[config.mk]
export PLATFORM = sky130hd
export DESIGN_NAME = alu_serial_seq
export DESIGN_NICKNAME = d
export VERILOG_FILES = /design/src/rtl/alu_serial_seq_pkg.sv /design/src/rtl/alu_serial_slice.sv /design/src/rtl/alu_serial_seq.sv
export SDC_FILE = /design/constraint.sdc
export NUM_CORES = 1
export LEC_CHECK = 0
export ABC_AREA = 1
export CAP_MARGIN = 5
export CORE_MARGIN = 2
export CORE_UTILIZATION = 47
export CTS_CLUSTER_SIZE = 20
export DETAILED_ROUTE_END_ITERATION = 12
export PLACE_DENSITY = 0.84
export SLEW_MARGIN = 25
export SYNTH_ARGS = -nofsm -noshare
export SYNTH_HDL_FRONTEND = slang
export SYNTH_SLANG_ARGS = --single-unit
[constraint.sdc]
create_clock -name clk -period 1.35 [get_ports clk]
set_input_delay 0.2025 -clock clk [delete_from_list [all_inputs] [get_ports clk]]
set_output_delay 0.2025 -clock clk [all_outputs]
set_load 0.05 [all_outputs]
[src/rtl/alu_serial_seq_pkg.sv]
// alu_serial_seq_pkg: op and state encodings shared by the serial ALU sequencer and its slice.
package alu_serial_seq_pkg;
    localparam logic [1:0] OP_AND = 2'b00;
    localparam logic [1:0] OP_OR  = 2'b01;
    localparam logic [1:0] OP_ADD = 2'b10;
    localparam logic [1:0] OP_SLT = 2'b11;
    typedef enum logic [1:0] {IDLE, SHIFT, FINISH} state_t;
endpackage

[src/rtl/alu_serial_slice.sv]
// alu_serial_slice: 1-bit ALU slice (AND/OR/full adder/less mux) with raw sum exposed.
module alu_serial_slice
    import alu_serial_seq_pkg::*;
(
    input  logic       a,
    input  logic       b,
    input  logic       binvert,
    input  logic       less,
    input  logic       carryin,
    input  logic [1:0] op,
    output logic       result,
    output logic       carryout,
    output logic       sum
);
    logic bb;
    always_comb begin
        bb = b ^ binvert;
        sum = a ^ bb ^ carryin;
        carryout = (a & bb) | (a & carryin) | (bb & carryin);
        result = (op == OP_AND) ? (a & bb) : (op == OP_OR) ? (a | bb) : (op == OP_ADD) ? sum : less;
    end
endmodule

[src/rtl/alu_serial_seq.sv]
// alu_serial_seq: bit-serial ALU sequencer, runs one slice LSB first over WIDTH cycles
// with a start/busy/done handshake.
module alu_serial_seq
    import alu_serial_seq_pkg::*;
#(
    parameter int WIDTH = 16
) (
    input  logic             clk,
    input  logic             rst_n,
    input  logic             start,
    input  logic [1:0]       op,
    input  logic             binvert,
    input  logic [WIDTH-1:0] a,
    input  logic [WIDTH-1:0] b,
    output logic             busy,
    output logic             done,
    output logic [WIDTH-1:0] result,
    output logic             carry_out,
    output logic             overflow,
    output logic             zero
);
    localparam int CW = $clog2(WIDTH);
    state_t state, state_nx;
    logic [WIDTH-1:0] areg, breg, sreg, fin;
    logic [CW-1:0] count;
    logic [1:0] opr;
    logic binv, carry, cin_msb, sign, last;
    logic s_res, s_cout, s_sum;
    alu_serial_slice u_slice (
        .a(areg[0]),
        .b(breg[0]),
        .binvert(binv),
        .less(1'b0),
        .carryin(carry),
        .op(opr),
        .result(s_res),
        .carryout(s_cout),
        .sum(s_sum)
    );
    // SLT: the true sign of a-b is the MSB sum bit corrected by signed overflow
    always_comb begin
        last = count == CW'(WIDTH - 1);
        state_nx = (state == IDLE && start) ? SHIFT :
                   (state == SHIFT && last) ? FINISH :
                   (state == FINISH) ? IDLE : state;
        fin = (opr == OP_SLT) ? {{(WIDTH-1){1'b0}}, sign ^ cin_msb ^ carry} : sreg;
    end
    always_ff @(posedge clk or negedge rst_n) begin
        if (!rst_n) begin
            state <= IDLE;
            areg <= '0;
            breg <= '0;
            sreg <= '0;
            count <= '0;
            opr <= OP_AND;
            binv <= 1'b0;
            carry <= 1'b0;
            cin_msb <= 1'b0;
            sign <= 1'b0;
            busy <= 1'b0;
            done <= 1'b0;
            result <= '0;
            carry_out <= 1'b0;
            overflow <= 1'b0;
            zero <= 1'b0;
        end else begin
            state <= state_nx;
            done <= 1'b0;
            case (state)
                IDLE: if (start) begin
                    areg <= a;
                    breg <= b;
                    opr <= op;
                    binv <= binvert;
                    carry <= binvert;
                    count <= '0;
                    busy <= 1'b1;
                end
                SHIFT: begin
                    areg <= areg >> 1;
                    breg <= breg >> 1;
                    sreg <= {s_res, sreg[WIDTH-1:1]};
                    carry <= s_cout;
                    count <= count + 1'b1;
                    if (last) begin
                        cin_msb <= carry;
                        sign <= s_sum;
                    end
                end
                default: begin
                    result <= fin;
                    carry_out <= carry;
                    overflow <= cin_msb ^ carry;
                    zero <= fin == '0;
                    done <= 1'b1;
                    busy <= 1'b0;
                end
            endcase
        end
    end
endmodule

* Word-level counts from Yosys, hierarchy flattened
Index checks and enable logic that the tools add are counted.
Widths: inputs -> output; s select.
** Word-level totals
- Word-level logic and storage cells :: 67
- Bits in writable memories :: 0
- Input port bits :: 38
- Memories :: 0
- Bits in registers :: 81
- ROM bits :: 0
- Output and inout port bits :: 21
- Bits in latches :: 0
** Operators by class
- Reductions and logical operators :: 12
- $lt $le $gt $ge :: 0
- Muxes and demuxes :: 18
- Multipliers :: 0
- Shifts and indexed selects :: 0
- Divide/modulo/power cells :: 0
- $add $sub $neg :: 1
- Eq/ne operators :: 7
- Bitwise operators :: 13
** Operators with widths (count)
- $pmux 16 s2 :: 2
- $mux 16 :: 3
- $logic_not 16->1 :: 1
- $pmux 4 s2 :: 1
- $reduce_and 2->1 :: 4
- $eq 2x2->1 const B :: 3
- $mux 1 :: 6
- $mux 2 :: 3
- $xor 1x1->1 :: 6
- $add 4x1->4 const B :: 1
- $eq 2x1->1 const B :: 2
- $eq 4x4->1 const B :: 1
- $logic_not 2->1 :: 2
- $mux 4 :: 1
- $pmux 1 s2 :: 2
- $and 1x1->1 :: 3
- $or 1x1->1 :: 3
- $reduce_bool 3->1 :: 1
- $logic_and 1x1->1 :: 2
- $ne 2x2->1 const B :: 1
- $reduce_bool 2->1 :: 1
- $reduce_or 2->1 :: 1
- $not 1->1 :: 1

* Depth between registers and ports, before layout
- Depth after elaboration :: 6
- Gate-level depth with buffers :: 7
- Gate-level depth less buffers :: 7

* Cells and area by module
A second synthesis with hierarchy kept.
** Unflattened totals
- Cells, all modules :: 385
- Area, all modules :: 3442.1 um^2
** By module, submodules not included
- alu_serial_seq :: cells an instance 367, area each 3333.2 um^2, instances 1
- alu_serial_slice :: cells an instance 18, area each 108.9 um^2, instances 1

* Worst setup path before layout
No wires, ideal clock.
- Path kind :: flip-flop to flip-flop
- Start :: reg binv
- End :: reg sreg[15]
- Stages on the path, launching flop included :: 6
- Arrival time :: 1.349 ns
- Clock period less this slack :: 1.431 ns
- Data required time :: 1.268 ns
- Slack :: -0.081 ns
- Cell sequence :: dfrtp_1 > xnor2_1 > fa_1 > inv_1 > nand3_1 > a31oi_1
** Between the ends
- Word-level cells in the longest chain between the ends :: 6
- Elaborated cells on any way between the ends :: 8
- Classes of those cells :: 3 x mux; 5 x bitwise
** Ends and longest elaborated chain
- start: declaration :: RTL line alu_serial_seq.sv:27 : logic binv, carry, cin_msb, sign, last;
- start signal: assignment :: RTL line alu_serial_seq.sv:74 : binv <= binvert;
- $xor 1x1->1 * :: RTL line alu_serial_slice.sv:17 : bb = b ^ binvert;
- $xor 1x1->1 (2 in a row) :: RTL line alu_serial_slice.sv:18 : sum = a ^ bb ^ carryin;
- $mux 1 (2 in a row) :: RTL line alu_serial_slice.sv:20 : result = (op == OP_AND) ? (a & bb) : (op == OP_OR) ? (a | bb) : (op == OP_ADD) ? sum : less;
- $mux 1 * :: RTL line alu_serial_slice.sv:20
- end signal: assignment :: RTL line alu_serial_seq.sv:82 : sreg <= {s_res, sreg[WIDTH-1:1]};
- end: declaration :: RTL line alu_serial_seq.sv:24 : logic [WIDTH-1:0] areg, breg, sreg, fin;
Every way passes the cells marked *; elsewhere a longest branch is shown, timed or not.
A chain may end at the register's enable or synchronous reset.

* Final worst setup path
- Start :: reg breg[0]
- End :: reg sreg[15]
** Between the ends
- Word-level cells in the longest chain between the ends :: 6
- Elaborated cells on any way between the ends :: 8
- Classes of those cells :: 3 x mux; 5 x bitwise
** Ends and longest elaborated chain
- start: declaration :: RTL line alu_serial_seq.sv:24
- start signal: assignment :: RTL line alu_serial_seq.sv:81 : breg <= breg >> 1;
- $xor 1x1->1 * :: RTL line alu_serial_slice.sv:17
- $xor 1x1->1 (2 in a row) :: RTL line alu_serial_slice.sv:18
- $mux 1 (2 in a row) :: RTL line alu_serial_slice.sv:20
- $mux 1 * :: RTL line alu_serial_slice.sv:20
Marks and branches as above.

==> impl_metrics.ini <==
[run_status]
outcome = finished with violations
violations = setup timing

[critical_path]
path_delay_family = adder cells
cp.depth = 5
worstSetupPathType = flip-flop to flip-flop
critPathCaptureType = flip-flop
cp.arrival_ns = 1.70
cp_data_required_time_ns = 1.62
cpPeakStageDelay_ns = 0.49
r2r_cells = 5
critPathBufInv = 1
cp_cell_sequence = xnor2_2 -> fa_1 -> inv_2 -> nand3_2 -> a31oi_1
crit_fanout = 2
startpoint_type = flip-flop
slowest_stage = fa_1

[cells_and_area]
area_delta_synth_final_pct = 36.11
nFillCells = 567
seqCellArea_um2 = 2027
fin_cells = 530
multi_input_area_um2 = 1162
drive_gt1_share_pct = 16.59
fin_nets = 471
final_util_pct = 66.69
num_antenna_cells = 0

[die]
io_pins = 59
fp.dieH_um = 88.39
core_area_um2 = 6832
row_count = 30
die_area_um2 = 7812
fp.dieW_um = 88.39
initial_core_util_pct = 48.99

[synthesis]
syn_inst = 358
ys_ff_latch = 81
synth_flop_cell = dfrtp_1
synth_area_leader_cell = dfrtp_1
synth_edf_count = 0
yosys_warnings = 0
synthTopCellsByCount = 81 x dfrtp_1, 68 x nand2_1, 63 x nor2_1
synth_area_leaders = dfrtp_1 61%, nand2_1 7.6%, nor2_1 7.1%
synthesis.nets = 400
syn_area_um2 = 3347
syn_area_per_cell_um2 = 9.349
synth-async-reset-ratio_pct = 100.0
yosysSeqAreaShare_pct = 60.56
synth_most_common_cell = dfrtp_1
synth_top_area_share_pct = 60.56
ys_types = 25

[timing]
finalSetupViolations = 2
worst_pin_slew_ns = 0.3940
fin_crit_sh_pct = 105.9
worst_slack_ns = -0.08004
hold_violations = 0
relSlewSlack_pct = 73.73
drv_slew = 0
post-route-min-period_ns = 1.430
rsz0062_at_grt = yes
fin_skew_ns = 0.009344
fmax_mhz = 699.3

[power]
switching_share_pct = 41.74
p_int_mw = 6.528
p_switching_mw = 4.677
p_per_area_nw_per_um2 = 2460
combinationalPowerShare_pct = 47.3
power.leakage_nw = 2.057
ir_drop_mv = 1.206
sequentialPowerShare_pct = 37.9
clockPowerShare_pct = 14.7

[routing]
drc = 0
wl_per_cell_um = 13.50
drt_iter0_markers = 121
vias = 2744
drt-total-wl_mm = 7.153
antenna_left = 0
via_per_inst = 5.177
first_pass_iters = 4

[grt]
first_global_vias = 2824
grt_overflow = 0
grt_max_degree = 35
grt_usage_pct = 20.25
grt_pass1_wl_mm = 12.32
antenna_found_initial = 0

[clocking]
clkLatencyLatePin_ns = 0.35
path_clk_slew_ns = 0.09
cts_max_level = 3
cts_num_sinks = 81
numCtsBuffers = 9
cts_tree = done
cts_root_buf = clkbuf_8
clock_path_buffers = 2

[flow_run]
maxCapViolations = 0

[place]
dp_hpwl_mm = 5.111
placed_cells = 512
io_buffer_count = 58
globalplace.congestion = 0.8279

[worst_hold_path]
hold_path.class = input port to async pin
==> power by group through the flow <==
stage	clock network (mW)	logic (mW)	registers, mW
2_1_floorplan	0	2.43	4.87
3_3_place_gp	0	5.02	4.23
3_5_place_dp	0	5.21	4.28
4_1_cts	1.67	5.29	4.25
5_1_grt	1.78	5.81	4.37
6_report	1.65	5.31	4.25
==> metal layers <==
layer	global-route usage [%]	vias up	wire, um
met2	35.89	88	3645
met3	5.131	4	342
met4	4.132	0	39
met5	0	-	0
li1	-	1331	-
met1	25.29	1321	3126
==> cell type report <==
class                   count  area share [%]
multi-input cells         236           25.51
clock inverters             6           1.099
repair buffers             79           21.37
flip-flops and latches     81           44.49
clock buffers              10           3.021
well taps                  96           2.637
inverters                  22           1.868
==> per-stage QoR <==
step	instance area [um2]	setup TNS [ns]	total power [mW]	hold slack (ns)	worst slack (ns)
final	4556	-0.1334	11.21	0.3352	-0.08004
after global routing	4556	-0.2806	11.97	0.3696	-0.1553
after CTS	4539	-0.1509	11.21	0.3299	-0.07982
after detailed placement	4332	-5.566	9.498	0.1543	-0.2308
after global placement	4332	-3.915	9.252	0.1494	-0.1576
after floorplan	3354	-0.006517	7.299	-0.09309	-0.006517
==> path summary, 6_finish.rpt <==
check / from / slack (ns) / to
worst min-delay path: rst_n / 0.34 / overflow
worst max register to register: breg[0] / -0.08 / sreg[15]
min in group clk: b[7] / 0.43 / breg[7]
worst max-delay path: breg[0] / -0.08 / sreg[15]
worst min register to register: count[3] / 0.51 / count[3]
max in group asynchronous: rst_n / 0.53 / result[6]
==> layout by cell type (no fill, tap or decap), types with 3 or more instances in the layout <==
| cell type | netlist | final |
|---|---|---|
| a21oi_1 | 5 | 5 |
| buf_12 | 0 | 23 |
| buf_4 | 0 | 19 |
| clkbuf_8 | 0 | 10 |
| clkdlybuf4s50_1 | 0 | 36 |
| dfrtp_1 | 81 | 81 |
| ha_1 | 3 | 3 |
| inv_1 | 20 | 18 |
| inv_2 | 2 | 3 |
| nand2_1 | 68 | 67 |
| nand2_2 | 3 | 4 |
| nand3_1 | 14 | 13 |
| nor2_1 | 63 | 63 |
| o21ai_0 | 32 | 31 |
| o22ai_1 | 30 | 30 |
| o31ai_1 | 6 | 6 |
==> registers in the layout (all words and copies together), names as in the netlist <==
register   cells
overflow       1
carry_out      1
state          2
breg          16
areg          16
binv           1
sign           1
sreg          16
done           1
count          4
cin_msb        1
opr            2
zero           1
busy           1
result        16
carry          1
==> repair_timing <==
item / in CTS / in global routing
gates resized for setup: 5 / 3
hold buffers: 1 / 0
setup endpoints to repair: 4 / 4
setup buffers: 0 / 1
hold endpoints to repair: 27 / 0
gates cloned: 0 / 0
pin swaps: 2 / 1
==> cell families (layout without fill, tap and decap cells) <==
family | after synthesis | count (layout) | synth area share, %
flip-flops | 81 | 81 | 60.56
XOR/XNOR | 1 | 1 | 0.2617
buffers and inverters | 41 | 117 | 5.421
AND/OR/NAND/NOR | 152 | 152 | 18.24
adder cells (fa/ha/maj) | 4 | 4 | 1.720
AO/OA/AOI/OAI | 79 | 79 | 13.79
Note: power is estimated with default switching activity, not from simulation.
